[src/rtl/pipe_result_reader.sv]
// Readback engine for the pipeline result memory: issues credit-limited reads over an address range,
// buffers returning words in a FWFT FIFO and streams them with their addresses and a running checksum.
module pipe_result_reader #(
  parameter int AW         = 8,
  parameter int DW         = 16,
  parameter int FIFO_DEPTH = 4
) (
  input  logic          clk,
  input  logic          rst,
  input  logic          start,
  input  logic [AW-1:0] base_addr,
  input  logic [AW:0]   count,
  output logic          busy,
  output logic          done,
  output logic          mem_rd_en,
  output logic [AW-1:0] mem_rd_addr,
  input  logic [DW-1:0] mem_rd_data,
  output logic [DW-1:0] dout,
  output logic [AW-1:0] dout_addr,
  output logic          dout_valid,
  input  logic          dout_ready,
  output logic [DW-1:0] checksum
);
  localparam int PW = $clog2(FIFO_DEPTH);
  localparam int CW = AW + 1;

  typedef enum logic [1:0] {IDLE, READ, DRAIN} state_t;
  state_t state, state_nxt;

  logic [AW-1:0] base_r;
  logic [CW-1:0] count_r, issued, popped;
  logic          rd_vld_p1;
  logic [AW-1:0] rd_addr_p1;
  logic [DW-1:0] fifo_data [FIFO_DEPTH];
  logic [AW-1:0] fifo_addr [FIFO_DEPTH];
  logic [PW-1:0] wr_ptr, rd_ptr;
  logic [PW:0]   occ;
  logic          push, pop, empty, full, cmd_start, last_issue, last_pop;

  function automatic logic [DW-1:0] add_wrap(input logic [DW-1:0] a, input logic [DW-1:0] b);
    return a + b;
  endfunction

  assign cmd_start   = start && (state == IDLE);
  assign last_issue  = (issued + CW'(1)) == count_r;
  assign last_pop    = (popped + CW'(1)) == count_r;
  assign mem_rd_addr = base_r + issued[AW-1:0];
  assign empty       = (occ == '0);
  assign full        = (occ == (PW+1)'(FIFO_DEPTH));
  assign push        = rd_vld_p1;
  assign pop         = dout_valid && dout_ready;
  assign dout_valid  = !empty;
  assign dout        = empty ? '0 : fifo_data[rd_ptr];
  assign dout_addr   = empty ? '0 : fifo_addr[rd_ptr];

  always_ff @(posedge clk or posedge rst) begin
    if (rst) state <= IDLE;
    else     state <= state_nxt;
  end

  always_comb begin
    state_nxt = state;
    case (state)
      IDLE:    if (cmd_start && (count != '0)) state_nxt = READ;
      READ:    if (mem_rd_en && last_issue)    state_nxt = DRAIN;
      DRAIN:   if (pop && last_pop)            state_nxt = IDLE;
      default: state_nxt = IDLE;
    endcase
  end

  // Credit rule: buffered plus in-flight words never exceed the FIFO depth.
  always_comb begin
    busy      = (state != IDLE);
    mem_rd_en = (state == READ) && (issued < count_r) &&
                (({1'b0, occ} + (PW+2)'(rd_vld_p1)) < (PW+2)'(FIFO_DEPTH));
  end

  always_ff @(posedge clk or posedge rst) begin
    if (rst) begin
      base_r    <= '0;
      count_r   <= '0;
      issued    <= '0;
      popped    <= '0;
      checksum  <= '0;
      done      <= 1'b0;
      rd_vld_p1 <= 1'b0;
    end else begin
      done      <= (cmd_start && (count == '0)) || ((state == DRAIN) && pop && last_pop);
      rd_vld_p1 <= mem_rd_en;
      if (cmd_start) begin
        base_r   <= base_addr;
        count_r  <= count;
        issued   <= '0;
        popped   <= '0;
        checksum <= '0;
      end else begin
        if (mem_rd_en) issued <= issued + CW'(1);
        if (pop) begin
          popped   <= popped + CW'(1);
          checksum <= add_wrap(checksum, dout);
        end
      end
    end
  end

  // Stage p1: request address travels with the 1-cycle memory latency.
  always_ff @(posedge clk) begin
    rd_addr_p1 <= mem_rd_addr;
    if (push) begin
      fifo_data[wr_ptr] <= mem_rd_data;
      fifo_addr[wr_ptr] <= rd_addr_p1;
    end
  end

  always_ff @(posedge clk or posedge rst) begin
    if (rst) begin
      wr_ptr <= '0;
      rd_ptr <= '0;
      occ    <= '0;
    end else begin
      if (push) wr_ptr <= wr_ptr + PW'(1);
      if (pop)  rd_ptr <= rd_ptr + PW'(1);
      case ({push, pop})
        2'b10:   occ <= occ + (PW+1)'(1);
        2'b01:   occ <= occ - (PW+1)'(1);
        default: occ <= occ;
      endcase
    end
  end

  no_overflow: assert property (@(posedge clk) disable iff (rst) !(push && full && !pop));
endmodule
[config.mk]
export PLATFORM = sky130hd
export DESIGN_NAME = pipe_result_reader
export DESIGN_NICKNAME = d
export VERILOG_FILES = /design/src/rtl/pipe_result_reader.sv
export SDC_FILE = /design/constraint.sdc
export NUM_CORES = 1
export LEC_CHECK = 0
export BUFFER_PORTS_ARGS = -buffer_cell sky130_fd_sc_hd__buf_2
export CORE_ASPECT_RATIO = 1.5
export CORE_UTILIZATION = 64
export DETAILED_ROUTE_END_ITERATION = 10
export PLACE_DENSITY_LB_ADDON = 0.05
export SETUP_SLACK_MARGIN = 0.2
export SLEW_MARGIN = 20
export SYNTH_ARGS = -nofsm -noshare
export SYNTH_HDL_FRONTEND = slang
export SYNTH_SLANG_ARGS = --single-unit
[constraint.sdc]
create_clock -name clk -period 4.7 [get_ports clk]
set_input_delay 0.94 -clock clk [delete_from_list [all_inputs] [get_ports clk]]
set_output_delay 0.94 -clock clk [all_outputs]
set_load 0.05 [all_outputs]
==> results by group, run 1 <==
Timing
  – Worst-Margin Slew: 0.991 ns
  – Slew margin rel.: 33.9%
  – Final Max Tran Viols: 0
  – RSZ-0062 raised after global routing: no
  – Fmax: 269 MHz
  – Setup-failing EPs final: 0
  – Crit share post-route: 79.1%
  – Fin crit period: 3.72 ns
  – Clock Skew: 0.0132 ns
  – TNS Setup: 0 ns
  – Hold Vio Cnt, Final: 0

Global route
  – Number of global-route vias before repair: 5863
  – First-pass GRT wire length: 29000 µm
  – Pin count of the biggest net entering global routing: 55
  – Total gr overflow: 0
  – Initial antenna violation count: 0
  – Global Route Usage Sum: 29.3%

Floorplan
  – Core box area: 0.0125 mm²
  – Die Height: 141 µm
  – I/O pin total: 89
  – Num rows: 50
  – Die W: 94.7 µm
  – Initial Util: 65.9%
  – Die area: 0.0133 mm²

CTS
  – Post_cts resized: 0
  – Postcts setup bufs: 0
  – Post-CTS Hold Fix Bufs: 0
  – H-tree Lvls: 4
  – Clock Latency Late Sink: 0.42 ns
  – Clk root buf: clkbuf_16
  – Clock Path Buffers: 2
  – Clock-pin transition on the worst setup and hold timing paths: 0.07 ns
  – Cts bufs inserted: 17
  – Clock sinks: 166
  – CTS tree: built

Worst setup path
  – CP Max Fanout: 5
  – Crit path largest cell delay: 0.41 ns
  – CP cell instances: ha_1 > inv_1 > fa_1 > nor2b_1 > o21ai_0 > a21boi_0 > o21a_1 > nor2_1 > xnor2_1 > buf_2
  – Startpoint Class: flop
  – Arr. time, crit path: 2.78 ns
  – Worst path slowest cell: dfrtp_1
  – Setup CP Type: flop to output port
  – Required time of the critical path: 3.76 ns
  – CP Capture Type: output port

Detailed routing
  – Pre-antenna DRT Iters: 4
  – Routed Antenna Nets: 0
  – DRC viols: 0
  – DRT iter0 DRCs: 338
  – Routed WL: 18200 µm
  – Routed via count: 5569
  – Drt wl/cell: 19.5 µm
  – DR vias/cell: 5.98

Final layout
  – Layout fillers: 831
  – Syn-to-layout area delta: 14.7%
  – Layout cells sized above 1: 20.9%
  – Ant. Diodes: 0
  – Post-layout net count: 841

Placement
  – Hpwl dp: 12900 µm
  – Gp weighted congestion: 0.859
  – Port buffer count: 88

Yosys
  – Mapped cell area: 0.00824 mm²
  – Syn_area_per_cell: 12.2 µm²
  – Post-synth EDFFs: 96
  – Yosys cell types: 66
  – Ys flop type: edfxtp_1
  – Syn Inst Count: 674
  – Mapped Nets: 752
  – Synth Warn #: 0
  – Register area share after synthesis: 55.7%
  – Async S/R FF share, synth: 37.3%
  – Yosys reg bits: 166

Run status
  – Status: finished clean

Hold path
  – Class of the tightest hold or removal check: flop to flop

Job
  – Max capacitance violation total: 0
-- layout make-up --
class / count / area, µm² / share of cell area [%]
Clock buffer: 18 / 429 / 4.54
Clock inverter: 14 / 176 / 1.87
Inverter: 28 / 105 / 1.11
Multi-Input combinational cell: 450 / 3410 / 36.1
Sequential cell: 166 / 4590 / 48.6
Tap cell: 156 / 195 / 2.06
Timing Repair Buffer: 100 / 543 / 5.74
-- registers in the layout, summed over array words and instances, names as in the netlist --
register,cells
rd_addr_p1,8
popped,9
count_r,9
done,1
wr_ptr,2
push,1
base_r,8
checksum,16
state,2
occ,3
fifo_addr,32
fifo_data,64
rd_ptr,2
issued,9
-- worst max-delay path, delay by kind of cell, from the launching register on --
family,cells,cell delay (ns)
AO/OA/AOI/OAI,3,0.58
XOR/XNOR,1,0.23
adder cells (fa/ha/maj),2,0.60
buffers and inverters,2,0.38
flip-flops,1,0.41
AND/OR/NAND/NOR,2,0.16
-- placed cells by master (no fill, tap or decap), drive strengths merged, types with 4 or more instances in the layout --
cell / instances
and3: 6
mux2i: 10
o21ai: 31
inv: 38
or3: 6
buf: 100
nor2: 32
dfxtp: 8
dfrtp: 62
nand2: 76
a21o: 7
xor2: 12
a21oi: 30
and4: 4
nor4: 4
mux4: 24
a22o: 5
a211oi: 5
nor2b: 26
o21a: 5
nand4: 4
nand3: 23
nand2b: 4
nor3: 18
edfxtp: 96
ha: 38
xnor2: 31
and2: 8
clkbuf: 18
-- cells in the mapped netlist (4+ instances only) --
master	instances	area, µm²
dfxtp_1	8	160
xnor2_1	31	272
mux4_2	21	473
dfrtp_1	62	1550
a21o_1	7	52.6
clkbuf_1	11	41.3
buf_2	13	65.1
inv_1	28	105
mux2i_1	10	100
nor3_1	17	85.1
nor2b_1	25	156
nand2_1	76	285
nand3_1	22	110
nand2b_1	4	25.0
a211oi_1	5	37.5
a22o_1	5	43.8
nand4_1	4	25.0
o21a_1	5	37.5
xor2_1	12	105
a21oi_1	29	145
and3_1	6	37.5
edfxtp_1	96	2880
or3_1	6	37.5
ha_1	38	475
and4_1	4	35.0
and2_1	8	50.1
o21ai_0	29	145
nor4_1	4	25.0
nor2_1	32	120
-- cell families (layout without fill, tap and decap cells) --
| group | Yosys count | after routing | share of synthesized area (%) |
|---|---|---|---|
| fa+ha+maj | 41 | 41 | 6.50 |
| mux | 35 | 35 | 8.04 |
| xor+xnor | 43 | 43 | 4.57 |
| simple gates | 219 | 219 | 13.3 |
| compound gates | 112 | 112 | 8.85 |
| flops | 166 | 166 | 55.7 |
| buf+inv | 58 | 160 | 2.99 |
-- per-stage QoR --
stage	hold WS [ns]	area, µm²	setup WS (ns)	utilization [%]	instances
after floorplan	0.438	8240	1.15	-	674
after global placement	0.445	8850	1.15	70.7	900
after detailed placement	0.464	8850	1.09	70.7	900
after CTS	0.484	9460	1.03	75.6	932
after global routing	0.505	9460	0.784	75.6	932
final	0.480	9460	0.982	75.6	932
-- worst paths after layout --
kind                       slack [ns]     startpoint         endpoint  cells past startpoint
setup reg to reg                 1.05      rd_ptr[0]      checksum[8]                     11
hold reg to reg                  0.48  rd_addr_p1[7]  fifo_addr[0][7]                      0
setup / recovery                 0.98      issued[0]   mem_rd_addr[6]                     10
min in group asynchronous        0.66            rst        base_r[5]                      2
max in group asynchronous        3.17            rst      checksum[9]                      3
hold / removal                   0.48  rd_addr_p1[7]  fifo_addr[0][7]                      0
-- layer usage --
metal  up-vias  GRT usage (%)  wire (µm)
li1       2651              -          -
met1      2748           33.4       6770
met2       148           53.5      10300
met3        22           4.80        699
met4         0           11.8        395
met5         -              0          0
Power of run 1 is left out: the tool's default activity adds up to more than one toggle a clock period on the data nets, which glitch-free logic cannot reach.
==> run 2, diff against run 1 <==
--- a/config.mk
+++ b/config.mk
@@ -7,7 +7,7 @@
 export LEC_CHECK = 0
 export BUFFER_PORTS_ARGS = -buffer_cell sky130_fd_sc_hd__buf_2
 export CORE_ASPECT_RATIO = 1.5
-export CORE_UTILIZATION = 64
+export CORE_UTILIZATION = 53
 export DETAILED_ROUTE_END_ITERATION = 10
 export PLACE_DENSITY_LB_ADDON = 0.05
 export SETUP_SLACK_MARGIN = 0.2
==> constraint.sdc (replaced) <==
create_clock -name clk -period 3.3 [get_ports clk]
set_input_delay 0.66 -clock clk [delete_from_list [all_inputs] [get_ports clk]]
set_output_delay 0.66 -clock clk [all_outputs]
set_load 0.05 [all_outputs]
==> results by group, run 2 (synthesis results as in run 1) <==
CTS
  – Clock Path Buffers: 2
  – H-tree Lvls: 4
  – Clock Latency Late Sink: 0.42 ns
  – Post-CTS Hold Fix Bufs: 0
  – Clock sinks: 166
  – Clock-pin transition on the worst setup and hold timing paths: 0.07 ns
  – Clk root buf: clkbuf_16
  – CTS tree: built
  – Cts bufs inserted: 17

Floorplan
  – Num rows: 55
  – Initial Util: 54.4%
  – Die W: 104 µm
  – Die Height: 155 µm
  – Core box area: 0.0151 mm²
  – Die area: 0.0161 mm²
  – I/O pin total: 89

Detailed routing
  – Drt wl/cell: 18.7 µm
  – Routed Antenna Nets: 0
  – Routed WL: 18800 µm
  – DRC viols: 0
  – DR vias/cell: 5.69
  – DRT iter0 DRCs: 222
  – Pre-antenna DRT Iters: 4
  – Routed via count: 5727

Placement
  – Port buffer count: 88
  – Gp weighted congestion: 0.899
  – Hpwl dp: 13200 µm
  – Cells after DPL: 948

Final layout
  – Commonest non-fill, non-tap cell in the layout: edfxtp_1
  – Post-layout net count: 873
  – Syn-to-layout area delta: 21.5%
  – Reg with most FFs: fifo_data
  – Max reg flops: 64
  – Layout cells sized above 1: 29.2%
  – Layout fillers: 1173
  – Finished Layout Cells: 1007
  – Ant. Diodes: 0
  – Most frequent cells in the layout: edfxtp_1 (96), buf_2 (85), nand2_1 (76)
  – Biggest regs: fifo_data: 64 flops, fifo_addr: 32 flops, checksum: 16 flops

Timing
  – RSZ-0062 raised after global routing: yes
  – Slew margin rel.: 44.8%
  – Crit share post-route: 94.2%
  – Final Max Tran Viols: 0
  – Fmax: 322 MHz
  – Hold Vio Cnt, Final: 0
  – Clock Skew: 0.0108 ns
  – Setup-failing EPs final: 0
  – Fin crit period: 3.11 ns
  – Worst-Margin Slew: 0.827 ns
  – TNS Setup: 0 ns

Worst setup path
  – Startpoint Class: flop
  – CP Max Fanout: 2
  – Setup CP Type: flop to output port
  – R2r worst-path depth: 11
  – CP Capture Type: output port
  – Crit path max-delay family: adder cells
  – Buffers & Inverters on Critical Path: 2
  – Required time of the critical path: 2.64 ns
  – R2R Setup Slk: 0.29 ns
  – Reg2Reg Capture Point: checksum[13]
  – Reg-to-reg startpoint: rd_ptr[0]
  – CP cell instances: ha_2 > inv_2 > fa_2 > nor2b_1 > o21ai_1 > a21boi_1 > o21a_1 > nor2_2 > xnor2_2 > buf_6
  – Crit path largest cell delay: 0.39 ns
  – Arr. time, crit path: 2.45 ns
  – Worst path slowest cell: dfrtp_1

Hold path
  – Hold_sp: base_addr[4]
  – Class of the tightest hold or removal check: input port to flop
  – Hold path endpoint: base_r[4]
  – Hold depth: 3

Job
  – Max capacitance violation total: 0

Global route
  – Total gr overflow: 0
  – Number of global-route vias before repair: 5877
  – First-pass GRT wire length: 30200 µm
  – Global Route Usage Sum: 24.4%
  – Initial antenna violation count: 0
  – Pin count of the biggest net entering global routing: 63

Run status
  – Status: finished clean
## run 2: repair_timing
| action | CTS | global route |
|---|---|---|
| cloned | 0 | 1 |
| setup endpoints to repair | 4 | 12 |
| pin swaps | 6 | 19 |
| resized for setup | 10 | 31 |
| buffers inserted | 15 | 11 |
## run 2: per-stage QoR
stage          setup WS (ns)  cell area, µm²  utilization (%)  hold WS (ns)
6_report               0.191           10000             66.2         0.431
5_1_grt                0.116           10000             66.2         0.426
4_1_cts                0.220            9770             64.5         0.417
3_5_place_dp           0.157            9020             59.6         0.468
3_3_place_gp           0.246            9020             59.6         0.449
2_1_floorplan          0.211            8310                -         0.438
## run 2: worst reg2reg max path: stages, from the launching register on
cell	delay, ns
dfrtp_2	0.44
buf_12	0.16
buf_6	0.11
mux4_2	0.50
nor2b_4	0.16
ha_1	0.27
a21o_1	0.13
nand4_1	0.23
a21oi_2	0.26
o211ai_1	0.14
or3_1	0.39
a31oi_1	0.13
## run 2: area by class of cell
| type | instances | area (µm²) | area share [%] |
|---|---|---|---|
| Multi-Input combinational cell | 450 | 3610 | 36.1 |
| Tap cell | 199 | 249 | 2.49 |
| Sequential cell | 166 | 4600 | 45.9 |
| Clock inverter | 13 | 164 | 1.64 |
| Clock buffer | 19 | 433 | 4.32 |
| Timing Repair Buffer | 132 | 857 | 8.55 |
| Inverter | 28 | 105 | 1.05 |
## run 2: worst max path at each step
stage | start | slack, ns | depth (start not counted) | to
2_1_floorplan | rd_ptr[1] | 0.21 | 11 | checksum[15]
3_3_place_gp | rd_ptr[0] | 0.25 | 11 | checksum[8]
3_5_place_dp | rd_ptr[0] | 0.16 | 11 | checksum[8]
4_1_cts | rd_ptr[0] | 0.22 | 11 | checksum[8]
5_1_grt | issued[0] | 0.12 | 10 | mem_rd_addr[6]
6_report | issued[0] | 0.19 | 10 | mem_rd_addr[6]
## run 2: routing by layer
metal  track usage, %  up-vias  wire length (µm)
li1                 -     2707                 -
met1             28.8     2875              7520
met2             44.6      121             10300
met3             3.62       24               611
met4             9.39        0               369
met5                0        -                 0
Power of run 2 is left out for the same reason.
==> run 3, diff against run 2 <==
--- a/config.mk
+++ b/config.mk
@@ -7,6 +7,7 @@
 export LEC_CHECK = 0
 export BUFFER_PORTS_ARGS = -buffer_cell sky130_fd_sc_hd__buf_2
 export CORE_ASPECT_RATIO = 1.5
+export CORE_MARGIN = 3
 export CORE_UTILIZATION = 53
 export DETAILED_ROUTE_END_ITERATION = 10
 export PLACE_DENSITY_LB_ADDON = 0.05
@@ -15,3 +16,4 @@
 export SYNTH_ARGS = -nofsm -noshare
 export SYNTH_HDL_FRONTEND = slang
 export SYNTH_SLANG_ARGS = --single-unit
+export TNS_END_PERCENT = 50
==> constraint.sdc (replaced) <==
create_clock -name clk -period 3.3 [get_ports clk]
set_input_delay 0.66 -clock clk [delete_from_list [all_inputs] [get_ports clk]]
set_output_delay 0.66 -clock clk [all_outputs]
set_load 0.1 [all_outputs]
==> results by group, run 3 (synthesis results as in run 1) <==
Run status
  – Status: finished clean

CTS
  – Post-CTS Hold Fix Bufs: 0
  – Clock-pin transition on the worst setup and hold timing paths: 0.07 ns
  – Clock Latency Late Sink: 0.42 ns
  – CTS tree: built
  – Clock Path Buffers: 2
  – Clock sinks: 166
  – Cts bufs inserted: 17
  – H-tree Lvls: 4
  – Clk root buf: clkbuf_16

Final layout
  – Commonest non-fill, non-tap cell in the layout: edfxtp_1
  – Ant. Diodes: 0
  – Layout fillers: 1183
  – Reg with most FFs: fifo_data
  – Syn-to-layout area delta: 21.1%
  – Max reg flops: 64
  – Most frequent cells in the layout: edfxtp_1 (96), buf_2 (85), nand2_1 (76)
  – Layout cells sized above 1: 28.2%
  – Biggest regs: fifo_data: 64 flops, fifo_addr: 32 flops, checksum: 16 flops
  – Post-layout net count: 859

Placement
  – Port buffer count: 88
  – Hpwl dp: 13300 µm
  – Gp weighted congestion: 0.882

Hold path
  – Class of the tightest hold or removal check: input port to flop
  – Hold_sp: base_addr[7]

Global route
  – First-pass GRT wire length: 30500 µm
  – Initial antenna violation count: 0
  – Global Route Usage Sum: 22.9%
  – Number of global-route vias before repair: 5899
  – Pin count of the biggest net entering global routing: 49
  – Total gr overflow: 0

Detailed routing
  – Pre-antenna DRT Iters: 4
  – DRT iter0 DRCs: 314
  – Wl on met1: 7400 µm
  – Routed Antenna Nets: 0
  – DR WL met3: 781 µm
  – Routed WL: 18900 µm
  – DR vias/cell: 5.70
  – Met2 wire length: 10300 µm
  – Drt wl/cell: 19.0 µm
  – Routed via count: 5656
  – Top routing layer used: met4
  – DRC viols: 0

Floorplan
  – I/O pin total: 89
  – Die W: 108 µm
  – Die area: 0.0171 mm²
  – Initial Util: 54.4%
  – Core box area: 0.0151 mm²
  – Die Height: 159 µm
  – Num rows: 55

Worst setup path
  – Setup CP Type: flop to output port
  – CP cell instances: ha_2 > inv_2 > fa_2 > nor2b_2 > o21ai_2 > a21boi_2 > o21a_1 > nor2_4 > xnor2_4 > buf_12
  – Startpoint Class: flop
  – Setup crit start: issued[0]
  – CP Capture Type: output port
  – Reg-to-reg startpoint: occ[0]
  – Crit path largest cell delay: 0.38 ns
  – Worst path slowest cell: dfrtp_1
  – Required time of the critical path: 2.64 ns
  – Arr. time, crit path: 2.47 ns
  – CP Max Fanout: 2

Timing
  – Slew margin rel.: 32.3%
  – TNS Setup: 0 ns
  – Final Max Tran Viols: 0
  – Fin crit period: 3.13 ns
  – Clock Skew: 0.0121 ns
  – Fmax: 320 MHz
  – Worst-Margin Slew: 1.02 ns
  – Crit share post-route: 94.8%
  – RSZ-0062 raised after global routing: yes
  – Hold Vio Cnt, Final: 0
  – Setup-failing EPs final: 0

Job
  – Max capacitance violation total: 0
run 3: changes by cell type in the layout (fill, tap and decap cells not counted), moves of 3 or more:
cell	previous run	this run
nor2b_4	5	16
buf_4	38	28
nor2b_2	10	1
o21ai_1	5	2
run 3: layer usage:
metal  up-vias  GRT usage [%]
li1       2684              -
met1      2793           27.0
met2       147           40.7
met3        32           4.68
met4         0           8.10
met5         -              0
run 3: worst paths after layout:
path	depth (start not counted)	slack (ns)	end
worst max-delay path	10	0.17	mem_rd_addr[6]
worst min-delay path	3	0.43	base_r[7]
worst max register to register	11	0.37	checksum[13]
worst min register to register	2	0.49	base_r[4]
max in group asynchronous	3	2.09	checksum[3]
min in group asynchronous	2	0.47	base_r[5]
run 3: through the flow:
step | utilization [%] | instance area [µm²] | setup WS [ns] | cells | hold WS, ns
floorplan | - | 8430 | 0.0464 | 674 | 0.438
global placement | 60.5 | 9160 | 0.279 | 950 | 0.444
detailed placement | 60.5 | 9160 | 0.220 | 950 | 0.472
CTS | 65.3 | 9890 | 0.185 | 986 | 0.419
global route | 66.0 | 9980 | 0.0741 | 992 | 0.434
finish | 66.0 | 9980 | 0.171 | 992 | 0.430
run 3: critical path: cells and delay by family (launching register included):
family / cells / cell delay, ns
flops: 1 / 0.38
compound gates: 3 / 0.47
fa+ha+maj: 2 / 0.56
buf+inv: 2 / 0.24
xor+xnor: 1 / 0.20
simple gates: 2 / 0.21
run 3: cell type report:
cell class	instances	area, µm²	area share [%]
multi-input cells	450	3660	36.7
clock inverters	14	215	2.16
inverters	28	105	1.05
well taps	199	249	2.49
clock buffers	17	425	4.26
flip-flops and latches	166	4600	46.1
repair buffers	118	727	7.28
run 3: timing repair:
action	4_1_cts	5_1_grt
setup endpoints to repair	7	17
gates resized for setup	14	20
setup buffers	5	6
pin swaps	7	7
Power of run 3 is left out for the same reason.
